--- config.mk ---
export PLATFORM = sky130hd
export DESIGN_NAME = div_nr_param_flat
export DESIGN_NICKNAME = d
export VERILOG_FILES = /design/src/rtl/div_nr_param_pkg.sv /design/src/rtl/div_nr_param_if.sv /design/src/rtl/div_nr_param_step.sv /design/src/rtl/div_nr_param.sv /design/src/flat_wrapper.sv
export SDC_FILE = /design/constraint.sdc
export NUM_CORES = 1
export LEC_CHECK = 0
export ABC_AREA = 1
export CORE_MARGIN = 8
export CORE_UTILIZATION = 65
export DETAILED_ROUTE_END_ITERATION = 12
export HOLD_SLACK_MARGIN = 0.08
export PLACE_DENSITY_LB_ADDON = 0.3
export SYNTH_ARGS = -nofsm -noshare
export SYNTH_HDL_FRONTEND = slang
export SYNTH_HIERARCHICAL = 1
export SYNTH_SLANG_ARGS = --single-unit
--- constraint.sdc ---
create_clock -name clock -period 4.1 [get_ports clock]
set_input_delay 0.82 -clock clock [delete_from_list [all_inputs] [get_ports clock]]
set_output_delay 0.82 -clock clock [all_outputs]
set_load 0.01 [all_outputs]
--- src/rtl/div_nr_param_pkg.sv ---
// Shared types and helpers for the radix-2 non-restoring divider.
package div_pkg;

  typedef enum logic [1:0] {
    IDLE = 2'd0,
    RUN  = 2'd1,
    FIX  = 2'd2
  } div_state_t;

  localparam int MAX_W = 64;
  localparam logic [MAX_W-1:0] DIV_ZERO_Q = '1;

  // Two's-complement magnitude; MIN maps to 2^(W-1) once truncated to W bits.
  function automatic logic [MAX_W-1:0] abs_mag(input logic [MAX_W-1:0] x, input logic sgn);
    return sgn ? (~x + 64'd1) : x;
  endfunction

endpackage

--- src/rtl/div_nr_param_if.sv ---
// Start/busy/over handshake and operand/result bus of the divider.
interface div_nr_param_if #(
  parameter int WIDTH = 32
);
  logic             start;
  logic             is_signed;
  logic [WIDTH-1:0] dividend;
  logic [WIDTH-1:0] divisor;
  logic [WIDTH-1:0] q;
  logic [WIDTH-1:0] r;
  logic             busy;
  logic             over;
  logic             div_zero;

  modport master (
    output start, is_signed, dividend, divisor,
    input  q, r, busy, over, div_zero
  );

  modport slave (
    input  start, is_signed, dividend, divisor,
    output q, r, busy, over, div_zero
  );
endinterface

--- src/rtl/div_nr_param_step.sv ---
// One combinational non-restoring iteration on a WIDTH+1-bit signed partial remainder.
module div_nr_step #(
  parameter int WIDTH = 32
) (
  input  logic [WIDTH:0]   rem,
  input  logic             q_msb,
  input  logic [WIDTH-1:0] divisor,
  output logic [WIDTH:0]   rem_next,
  output logic             q_bit
);
  logic [WIDTH:0] shifted;

  // Intermediate wrap is harmless: the true result always lies in [-d, d).
  always_comb begin
    shifted = {rem[WIDTH-1:0], q_msb};
    if (rem[WIDTH]) rem_next = shifted + {1'b0, divisor};
    else            rem_next = shifted - {1'b0, divisor};
    q_bit = ~rem_next[WIDTH];
  end
endmodule

--- src/rtl/div_nr_param.sv ---
// Multi-cycle signed/unsigned integer divider with start/busy/over handshake.
// state | meaning
// IDLE  | waiting for start; results held
// RUN   | one quotient bit per clock (one dummy cycle for divide-by-zero)
// FIX   | remainder correction, sign fix-up, results registered, over pulsed
module div_nr_param
  import div_pkg::*;
#(
  parameter int WIDTH = 32
) (
  input logic           clock,
  input logic           reset,
  div_nr_param_if.slave bus
);
  localparam int CNT_W = $clog2(WIDTH);
  localparam logic [CNT_W-1:0] CNT_LAST = CNT_W'(WIDTH - 1);

  div_state_t       state_q, state_d;
  logic [CNT_W-1:0] cnt_q, cnt_d;
  logic [WIDTH-1:0] quot_q, quot_d;
  logic [WIDTH:0]   rem_q, rem_d;
  logic [WIDTH-1:0] dvsr_q, dvsr_d;
  logic             sgn_quo_q, sgn_quo_d, sgn_rem_q, sgn_rem_d;
  logic             zflag_q, zflag_d;
  logic [WIDTH-1:0] q_q, q_d, r_q, r_d;
  logic             dz_q, dz_d, busy_q, busy_d, over_q, over_d;

  logic [WIDTH:0]   step_rem, rem_fix;
  logic [WIDTH-1:0] rem_mag;
  logic             step_qbit, dvd_neg, dvs_neg;

  div_nr_step #(.WIDTH(WIDTH)) u_step (
    .rem      (rem_q),
    .q_msb    (quot_q[WIDTH-1]),
    .divisor  (dvsr_q),
    .rem_next (step_rem),
    .q_bit    (step_qbit)
  );

  always_comb begin
    state_d   = state_q;
    cnt_d     = cnt_q;
    quot_d    = quot_q;
    rem_d     = rem_q;
    dvsr_d    = dvsr_q;
    sgn_quo_d = sgn_quo_q;
    sgn_rem_d = sgn_rem_q;
    zflag_d   = zflag_q;
    q_d       = q_q;
    r_d       = r_q;
    dz_d      = dz_q;
    over_d    = 1'b0;
    dvd_neg   = bus.is_signed & bus.dividend[WIDTH-1];
    dvs_neg   = bus.is_signed & bus.divisor[WIDTH-1];
    rem_fix   = rem_q[WIDTH] ? rem_q + {1'b0, dvsr_q} : rem_q;
    rem_mag   = WIDTH'(rem_fix);

    case (state_q)
      IDLE: begin
        if (bus.start && !over_q) begin
          sgn_quo_d = dvd_neg ^ dvs_neg;
          sgn_rem_d = dvd_neg;
          rem_d     = '0;
          state_d   = RUN;
          // Divide-by-zero keeps the raw dividend so FIX can return it unmodified.
          if (bus.divisor == '0) begin
            zflag_d = 1'b1;
            quot_d  = bus.dividend;
            cnt_d   = CNT_LAST;
          end else begin
            zflag_d = 1'b0;
            quot_d  = WIDTH'(abs_mag(MAX_W'(bus.dividend), dvd_neg));
            dvsr_d  = WIDTH'(abs_mag(MAX_W'(bus.divisor), dvs_neg));
            cnt_d   = '0;
          end
        end
      end
      RUN: begin
        if (!zflag_q) begin
          rem_d  = step_rem;
          quot_d = {quot_q[WIDTH-2:0], step_qbit};
        end
        cnt_d = cnt_q + 1'b1;
        if (cnt_q == CNT_LAST) state_d = FIX;
      end
      FIX: begin
        if (zflag_q) begin
          q_d = WIDTH'(DIV_ZERO_Q);
          r_d = quot_q;
        end else begin
          q_d = sgn_quo_q ? -quot_q : quot_q;
          r_d = sgn_rem_q ? -rem_mag : rem_mag;
        end
        dz_d    = zflag_q;
        over_d  = 1'b1;
        state_d = IDLE;
      end
      default: state_d = IDLE;
    endcase

    busy_d = (state_d == RUN);
  end

  always_ff @(posedge clock) begin
    if (reset) begin
      state_q   <= IDLE;
      cnt_q     <= '0;
      quot_q    <= '0;
      rem_q     <= '0;
      dvsr_q    <= '0;
      sgn_quo_q <= 1'b0;
      sgn_rem_q <= 1'b0;
      zflag_q   <= 1'b0;
      q_q       <= '0;
      r_q       <= '0;
      dz_q      <= 1'b0;
      busy_q    <= 1'b0;
      over_q    <= 1'b0;
    end else begin
      state_q   <= state_d;
      cnt_q     <= cnt_d;
      quot_q    <= quot_d;
      rem_q     <= rem_d;
      dvsr_q    <= dvsr_d;
      sgn_quo_q <= sgn_quo_d;
      sgn_rem_q <= sgn_rem_d;
      zflag_q   <= zflag_d;
      q_q       <= q_d;
      r_q       <= r_d;
      dz_q      <= dz_d;
      busy_q    <= busy_d;
      over_q    <= over_d;
    end
  end

  assign bus.q        = q_q;
  assign bus.r        = r_q;
  assign bus.div_zero = dz_q;
  assign bus.busy     = busy_q;
  assign bus.over     = over_q;
endmodule
--- src/flat_wrapper.sv ---
// flat-port wrapper written by rule: the top's interface ports become plain ports
module div_nr_param_flat import div_pkg::*;
#(
  parameter int WIDTH = 32
)
  (clock, reset, bus_start, bus_is_signed, bus_dividend, bus_divisor, bus_q, bus_r, bus_busy, bus_over, bus_div_zero);
  div_nr_param_if #(.WIDTH(WIDTH)) bus_i ();
  input logic clock;
  input logic reset;
  input wire logic [$bits(bus_i.start)-1:0] bus_start;
  input wire logic [$bits(bus_i.is_signed)-1:0] bus_is_signed;
  input wire logic [$bits(bus_i.dividend)-1:0] bus_dividend;
  input wire logic [$bits(bus_i.divisor)-1:0] bus_divisor;
  output wire logic [$bits(bus_i.q)-1:0] bus_q;
  output wire logic [$bits(bus_i.r)-1:0] bus_r;
  output wire logic [$bits(bus_i.busy)-1:0] bus_busy;
  output wire logic [$bits(bus_i.over)-1:0] bus_over;
  output wire logic [$bits(bus_i.div_zero)-1:0] bus_div_zero;
  assign bus_i.start = bus_start;
  assign bus_i.is_signed = bus_is_signed;
  assign bus_i.dividend = bus_dividend;
  assign bus_i.divisor = bus_divisor;
  assign bus_q = bus_i.q;
  assign bus_r = bus_i.r;
  assign bus_busy = bus_i.busy;
  assign bus_over = bus_i.over;
  assign bus_div_zero = bus_i.div_zero;
  div_nr_param #(.WIDTH(WIDTH)) u_core (.clock(clock), .reset(reset), .bus(bus_i));
endmodule
# --- Yosys cells after proc, flatten, opt, wreduce, memory -nomap -nowiden ---
# Cells that the tools add are included.
totals:
  reg_bits: 174
  latchBits: 0
  mem_bits_rw: 0
  rom_bits: 0
  input_bits: 68
  output_inout_bits: 67
  elab_cells: 66
  mem_count: 0
op_classes:
  n_addsub: 8
  n_mul: 0
  div_mod_pow: 0
  magnitude_cmp: 0
  eq_ne: 6
  n_shift: 0
  mux: 23
  n_bitwise: 7
  n_reduce_logical: 9
op_table:
  columns: ["operator", "count"]
  rows:
  - ["two-way mux 32 bit", 10]
  - ["two-way mux 33 bit", 3]
  - ["one-hot mux 33 bit (2 select lines)", 1]
  - ["adder 32 x 1 -> 32 bit (second input constant)", 2]
  - ["negation 32 bit", 2]
  - ["inverter 32 bit", 2]
  - ["one-hot mux 32 bit (2 select lines)", 1]
  - ["adder 33 x 32 -> 33 bit", 1]
  - ["subtractor 33 x 32 -> 33 bit", 1]
  - ["adder 32 bit", 1]
  - ["logical NOT 32 bit", 1]
  - ["two-way mux 5 bit", 2]
  - ["one-hot mux 5 bit (2 select lines)", 1]
  - ["AND reduction 3 bit", 2]
  - ["adder 5 x 1 -> 5 bit (second input constant)", 1]
  - ["equality test 5 bit (second input constant)", 1]
  - ["equality test 2 x 1 -> 1 bit (second input constant)", 2]
  - ["two-way mux 2 bit", 2]
  - ["one-hot mux 2 bit (2 select lines)", 1]
  - ["AND reduction 2 bit", 2]
  - ["bitwise AND 1 bit", 2]
  - ["equality test 2 bit (second input constant)", 1]
  - ["logical NOT 2 bit", 1]
  - ["two-way mux 1 bit", 2]
  - ["7 further kinds", 8]

# --- Longest topological paths before layout ---
logic_depth:
  depth_word: 6
  depth_mapped: 24
  mapped_depth_nobuf: 24

# --- Hierarchy ---
# The synthesis kept the hierarchy.
modules_own_cells:
  columns: ["module", "instances", "cells_per_inst", "area_each_um2", "seq_area_each_um2"]
  rows:
  - ["div_nr_param", 1, 2131, 13027.5, 3483.3]
  - ["div_nr_step", 1, 697, 3434.5, 0.0]

# --- Least setup slack after synthesis ---
# No wires, ideal clock.
synth_timing:
  path_kind: "register to register"
  startpoint: "reg u_core.dvsr_q[1]"
  endpoint: "reg u_core.quot_q[0]"
  arrival_time_ps: 2651
  t_required_ps: 3972
  slack_ps: 1321
  path_stages_with_launch: 22
  path_buffers: 0
  path_cell_list: "dfxtp_1 -> inv_1 -> ha_1 -> nand3_2 -> nor2_2 -> nand3_2 -> nand2_4 -> nand3_2 -> xor2_1 -> ha_1 -> nand2_1 -> inv_1 -> a21oi_1 -> nand2_1 -> a21oi_1 -> nand2_2 -> nand2_1 -> nand2_1 -> nand2_1 -> nand2_1 -> o21ai_0 -> a21oi_1"
synth_between:
  elab_chain_len: 5
  elab_cells_between_ends: 6
  cone_classes: "add/sub: 2; mux: 3; bitwise: 1"
synth_rtl:
  columns: ["item", "line", "source"]
  rows:
  - ["start: declaration", "div_nr_param.sv:22", "logic [WIDTH-1:0] dvsr_q, dvsr_d;"]
  - ["start signal: assignment", "div_nr_param.sv:124", "dvsr_q <= dvsr_d;"]
  - ["subtractor 33 x 32 -> 33 bit / adder 33 x 32 -> 33 bit (equally long branches)", "div_nr_param_step.sv:17, div_nr_param_step.sv:16", null]
  - ["two-way mux 33 bit *", "div_nr_param_step.sv:16", "if (rem[WIDTH]) rem_next = shifted + {1'b0, divisor};"]
  - ["inverter 1 bit *", "div_nr_param_step.sv:18", "q_bit = ~rem_next[WIDTH];"]
  - ["named net u_core.step_qbit", "div_nr_param.sv:30", "logic step_qbit, dvd_neg, dvs_neg;"]
  - ["two-way mux 32 bit *", "div_nr_param.sv:79", "if (!zflag_q) begin"]
  - ["one-hot mux 32 bit (2 select lines) *", "div_nr_param.sv:58", "case (state_q)"]
  - ["end signal: assignment", "div_nr_param.sv:122", "quot_q <= quot_d;"]
  - ["end: declaration", "div_nr_param.sv:20", "logic [WIDTH-1:0] quot_q, quot_d;"]
# The timed path passes the listed nets; every way through them passes the cells marked *. The select of a mux whose other input is x is not followed.
# A chain may end at the register's enable or synchronous reset.

# --- Final worst setup path ---
layout_timing:
  startpoint: "in bus_divisor[0]"
  endpoint: "reg u_core.dvsr_q[1]"
layout_between:
  elab_chain_len: 3
  elab_cells_between_ends: 6
  cone_classes: "add/sub: 1; mux: 1; bitwise: 2; reduce/logical: 2"
layout_rtl:
  columns: ["item", "line", "source"]
  rows:
  - ["start: declaration", "flat_wrapper.sv:13", "input wire logic [$bits(bus_i.divisor)-1:0] bus_divisor;"]
  - ["inverter 32 bit / logical NOT 32 bit (equally long branches)", "div_nr_param_pkg.sv:15, div_nr_param.sv:66", null]
  - ["adder 32 x 1 -> 32 bit / inverter 1 bit (equally long branches)", null, null]
  - ["two-way mux 32 bit / AND reduction 3 bit (equally long branches)", null, null]
# Parallel ways exist; a longest one is shown, timed or not.

==> flow_metrics.env <==
export IMPL_cp_buffers_inverters=5
export IMPL_dp_hpwl_mm=45.9
export IMPL_worstHoldPathType="register to register"
export IMPL_synthDistinctLibCells=55
export IMPL_crit_path_end_kind="register"
export IMPL_slew_headroom_pct=27.4
export IMPL_leakage_nw=9.40
export IMPL_finalCritPeriodShare_pct=90.1
export IMPL_grt_max_degree=98
export IMPL_min_path_cells=2
export IMPL_critical_path_class="input port to register"
export IMPL_cts_hold_buffers=0
export IMPL_worstMarginPinSlew_ns=1.09
export IMPL_yosysSeqAreaShare_pct=21.2
export IMPL_die_area_um2=30700
export IMPL_r2r_start="u_core/dvsr_q[12]"
export IMPL_yosysTopAreaCellShare_pct=21.2
export IMPL_ys_seq_elements=174
export IMPL_hold_violations=0
export IMPL_diodes=0
export IMPL_required_ns=4.37
export IMPL_first_global_vias=17500
export IMPL_ios=135
export IMPL_io_buffers=134
export IMPL_pwr_share_clk_pct=21.4
export IMPL_reg2reg_depth=21
export IMPL_ant_nets=0
export IMPL_synth_area_leaders="dfxtp_1 (21%), nand2_1 (20%), inv_1 (9.1%), a21oi_1 (6.3%), nor2_1 (5.6%)"
export IMPL_core_area_um2=25000
export IMPL_synth_edf_count=0
export IMPL_avgSynthCellArea_um2=5.82
export IMPL_design_area_um2=18700
export IMPL_crit_path_start="bus_divisor[0]"
export IMPL_hold_end="u_core/quot_q[26]"
export IMPL_reg2reg_to="u_core/quot_q[0]"
export IMPL_p_sw_mw=3.96
export IMPL_pwr_share_seq_pct=25.1
export IMPL_drt_iter0_drc=2630
export IMPL_power_frac_comb_pct=53.5
export IMPL_crit_path_frequent_cell="nor2_4"
export IMPL_r2r_setup_slack_ns=0.50
export IMPL_root_buffer="clkbuf_16"
export IMPL_die_w_um=175
export IMPL_peakVddDrop_v=0.000313
export IMPL_max_freq_mhz=271
export IMPL_clkSlewWorstSetupHoldPaths_ns=0.07
export IMPL_skew_ns=0.0198
export IMPL_crit_path_top_delay_cell="nor2_4"
export IMPL_min_period_ns=3.69
export IMPL_drive_gt1_share_pct=8.16
export IMPL_start_kind="input port"
export IMPL_async_flop_share_pct=0
export IMPL_nNetsFinal=3070
export IMPL_track_usage_pct=36.4
export IMPL_wl_per_cell_um=17.8
export IMPL_finalSetupTns_ns=0
export IMPL_cts_tree="built"
export IMPL_via_per_inst=5.89
export IMPL_sw_frac_of_total_pct=49.0
export IMPL_cts_num_sinks=174
export IMPL_min_delay_start="u_core/quot_q[26]"
export IMPL_power_density_nw_per_um2=432
export IMPL_insertion_delay_ns=0.45
export IMPL_syn_area_um2=16500
export IMPL_worstSetupPathDepth=16
export IMPL_path_cells="clkdlybuf4s50_1 -> inv_1 -> ha_1 -> inv_1 -> nor3_4 -> inv_2 -> nor2_4 -> nand4_2 -> nor2_4 -> nand4_2 -> nor2_4 -> nand2_2 -> inv_1 -> nor2_4 -> o21ai_0 -> a31oi_1"
export IMPL_grt_pass1_wl_mm=90.7
export IMPL_die_y_um=175
export IMPL_grt_antenna_before_repair=3
export IMPL_drcViolationCount=0
export IMPL_cts_buffers=17
export IMPL_cts_resized_gates=0
export IMPL_placed_area_um2=18100
export IMPL_setup_violations=0
export IMPL_grt_remaining_overflow=0
export IMPL_place_gp_congestion=1.05
export IMPL_via_count=19300
export IMPL_area_growth_synth_to_final_pct=13.8
export IMPL_synth_main_ff_cell="dfxtp_1"
export IMPL_synth_nets=2969
export IMPL_post_cts_buffers=0
export IMPL_slowest_delay_ns=0.81
export IMPL_first_pass_iters=8
export IMPL_start_util_pct=65.8
export IMPL_routed_wl_mm=58.2
export IMPL_syn_inst=2828
export IMPL_internal_power_mw=4.13
export IMPL_max_cap_viol_count=0
export IMPL_status="finished clean"
export IMPL_cp_arrival_ns=3.97
export IMPL_cts_buffer_depth=2
export IMPL_rsz0062_at_grt="false"
export IMPL_ys_warn_count=6
export IMPL_crit_family="simple AND/OR/NAND/NOR gates"
export IMPL_cp_max_fo=59
export IMPL_rows=58
export IMPL_finalMaxSlewViolations=0
export IMPL_htree_levels=4
export IMPL_yosys_area_top_type="dfxtp_1"
## logic make-up after synthesis
kind of cell	Yosys count	synth area share [%]
buffers and inverters	510	12.0
AOI/OAI and AO/OA	420	14.0
DFF	174	21.2
adders and majority gates	73	5.64
and+or+nand+nor	1531	40.7
muxes	1	0.137
xor gates and xnor gates	119	6.33
## layout by cell type (no fill, tap or decap), types with 47 or more instances in the layout
cell type	Yosys	final
o21ai_0	121	121
ha_1	71	71
nor2_1	245	242
a21oi_1	206	206
nand3_1	180	180
xor2_1	97	97
inv_1	398	397
nand2_1	893	892
clkdlybuf4s50_1	0	133
dfxtp_1	174	173
nand2_2	46	47
## through the flow
| stage | util (%) | std cells | total power, mW | hold slack (ns) | setup slack (ns) |
|---|---|---|---|---|---|
| CTS | 74.8 | 3272 | 7.93 | 0.484 | 0.513 |
| finish | 74.8 | 3272 | 8.09 | 0.486 | 0.406 |
| global placement | 72.4 | 3240 | 6.10 | 0.454 | 0.0926 |
| global route | 74.8 | 3272 | 8.60 | 0.516 | 0.257 |
| floorplan | - | 2828 | 5.14 | 0.445 | 1.32 |
| detailed placement | 72.4 | 3240 | 6.22 | 0.473 | 0.115 |
## synthesized netlist by cell type (9+ instances only)
| master | n |
|---|---|
| a21oi_1 | 206 |
| a31oi_1 | 21 |
| buf_1 | 10 |
| buf_2 | 12 |
| clkbuf_1 | 53 |
| dfxtp_1 | 174 |
| ha_1 | 71 |
| inv_1 | 398 |
| inv_2 | 24 |
| nand2_1 | 893 |
| nand2_2 | 46 |
| nand3_1 | 180 |
| nand3_2 | 15 |
| nand4_1 | 20 |
| nor2_1 | 245 |
| nor2_2 | 23 |
| nor2_4 | 13 |
| nor3_1 | 31 |
| o21ai_0 | 121 |
| o21ai_1 | 21 |
| o21bai_1 | 9 |
| o221ai_1 | 19 |
| or2_2 | 22 |
| xnor2_1 | 22 |
| xor2_1 | 97 |
## worst max-delay path by stage
stage / endpoint
3_5_place_dp: u_core/dvsr_q[1]
3_3_place_gp: u_core/dvsr_q[0]
5_1_grt: u_core/dvsr_q[1]
2_1_floorplan: u_core/quot_q[0]
6_report: u_core/dvsr_q[1]
4_1_cts: u_core/dvsr_q[1]
## registers in the layout, indices dropped and copies added, names as in the netlist, 2 cells and up
signal          count
u_core/dvsr_q      32
u_core/rem_q       33
u_core/cnt_q        5
u_core/bus.r       32
u_core/bus.q       32
u_core/quot_q      32
u_core/state_q      2
## cell type report
cell class	count	area, um^2
clock inverters	14	170
multi-input cells	2144	11000
inverters	428	1610
fillers	2184	6310
well taps	330	413
repair buffers	164	1580
clock buffers	18	439
flip-flops and latches	174	3480
## power by group through the flow
stage / clock, mW / sequential [mW] / combinational (mW)
after floorplan: 0 / 1.98 / 3.17
after global placement: 0 / 2.06 / 4.04
after detailed placement: 0 / 2.06 / 4.16
after CTS: 1.72 / 2.02 / 4.19
after global routing: 1.80 / 2.04 / 4.76
final: 1.73 / 2.03 / 4.33
## per-layer routing
| layer | track usage, % | part of all wire (%) | wire length, um |
|---|---|---|---|
| met1 | 47.8 | 41 | 23700 |
| met2 | 56.7 | 44 | 25400 |
| met3 | 7.71 | 11 | 6540 |
| met4 | 15.8 | 4.4 | 2540 |
| met5 | 0 | 0.064 | 37 |
## tightest hold or removal path: stages (launching register included)
cell and delay (ns):
dfxtp_1 0.32, nand2_1 0.06, a21oi_1 0.06
No activity file was read; power rests on OpenSTA's default activity.
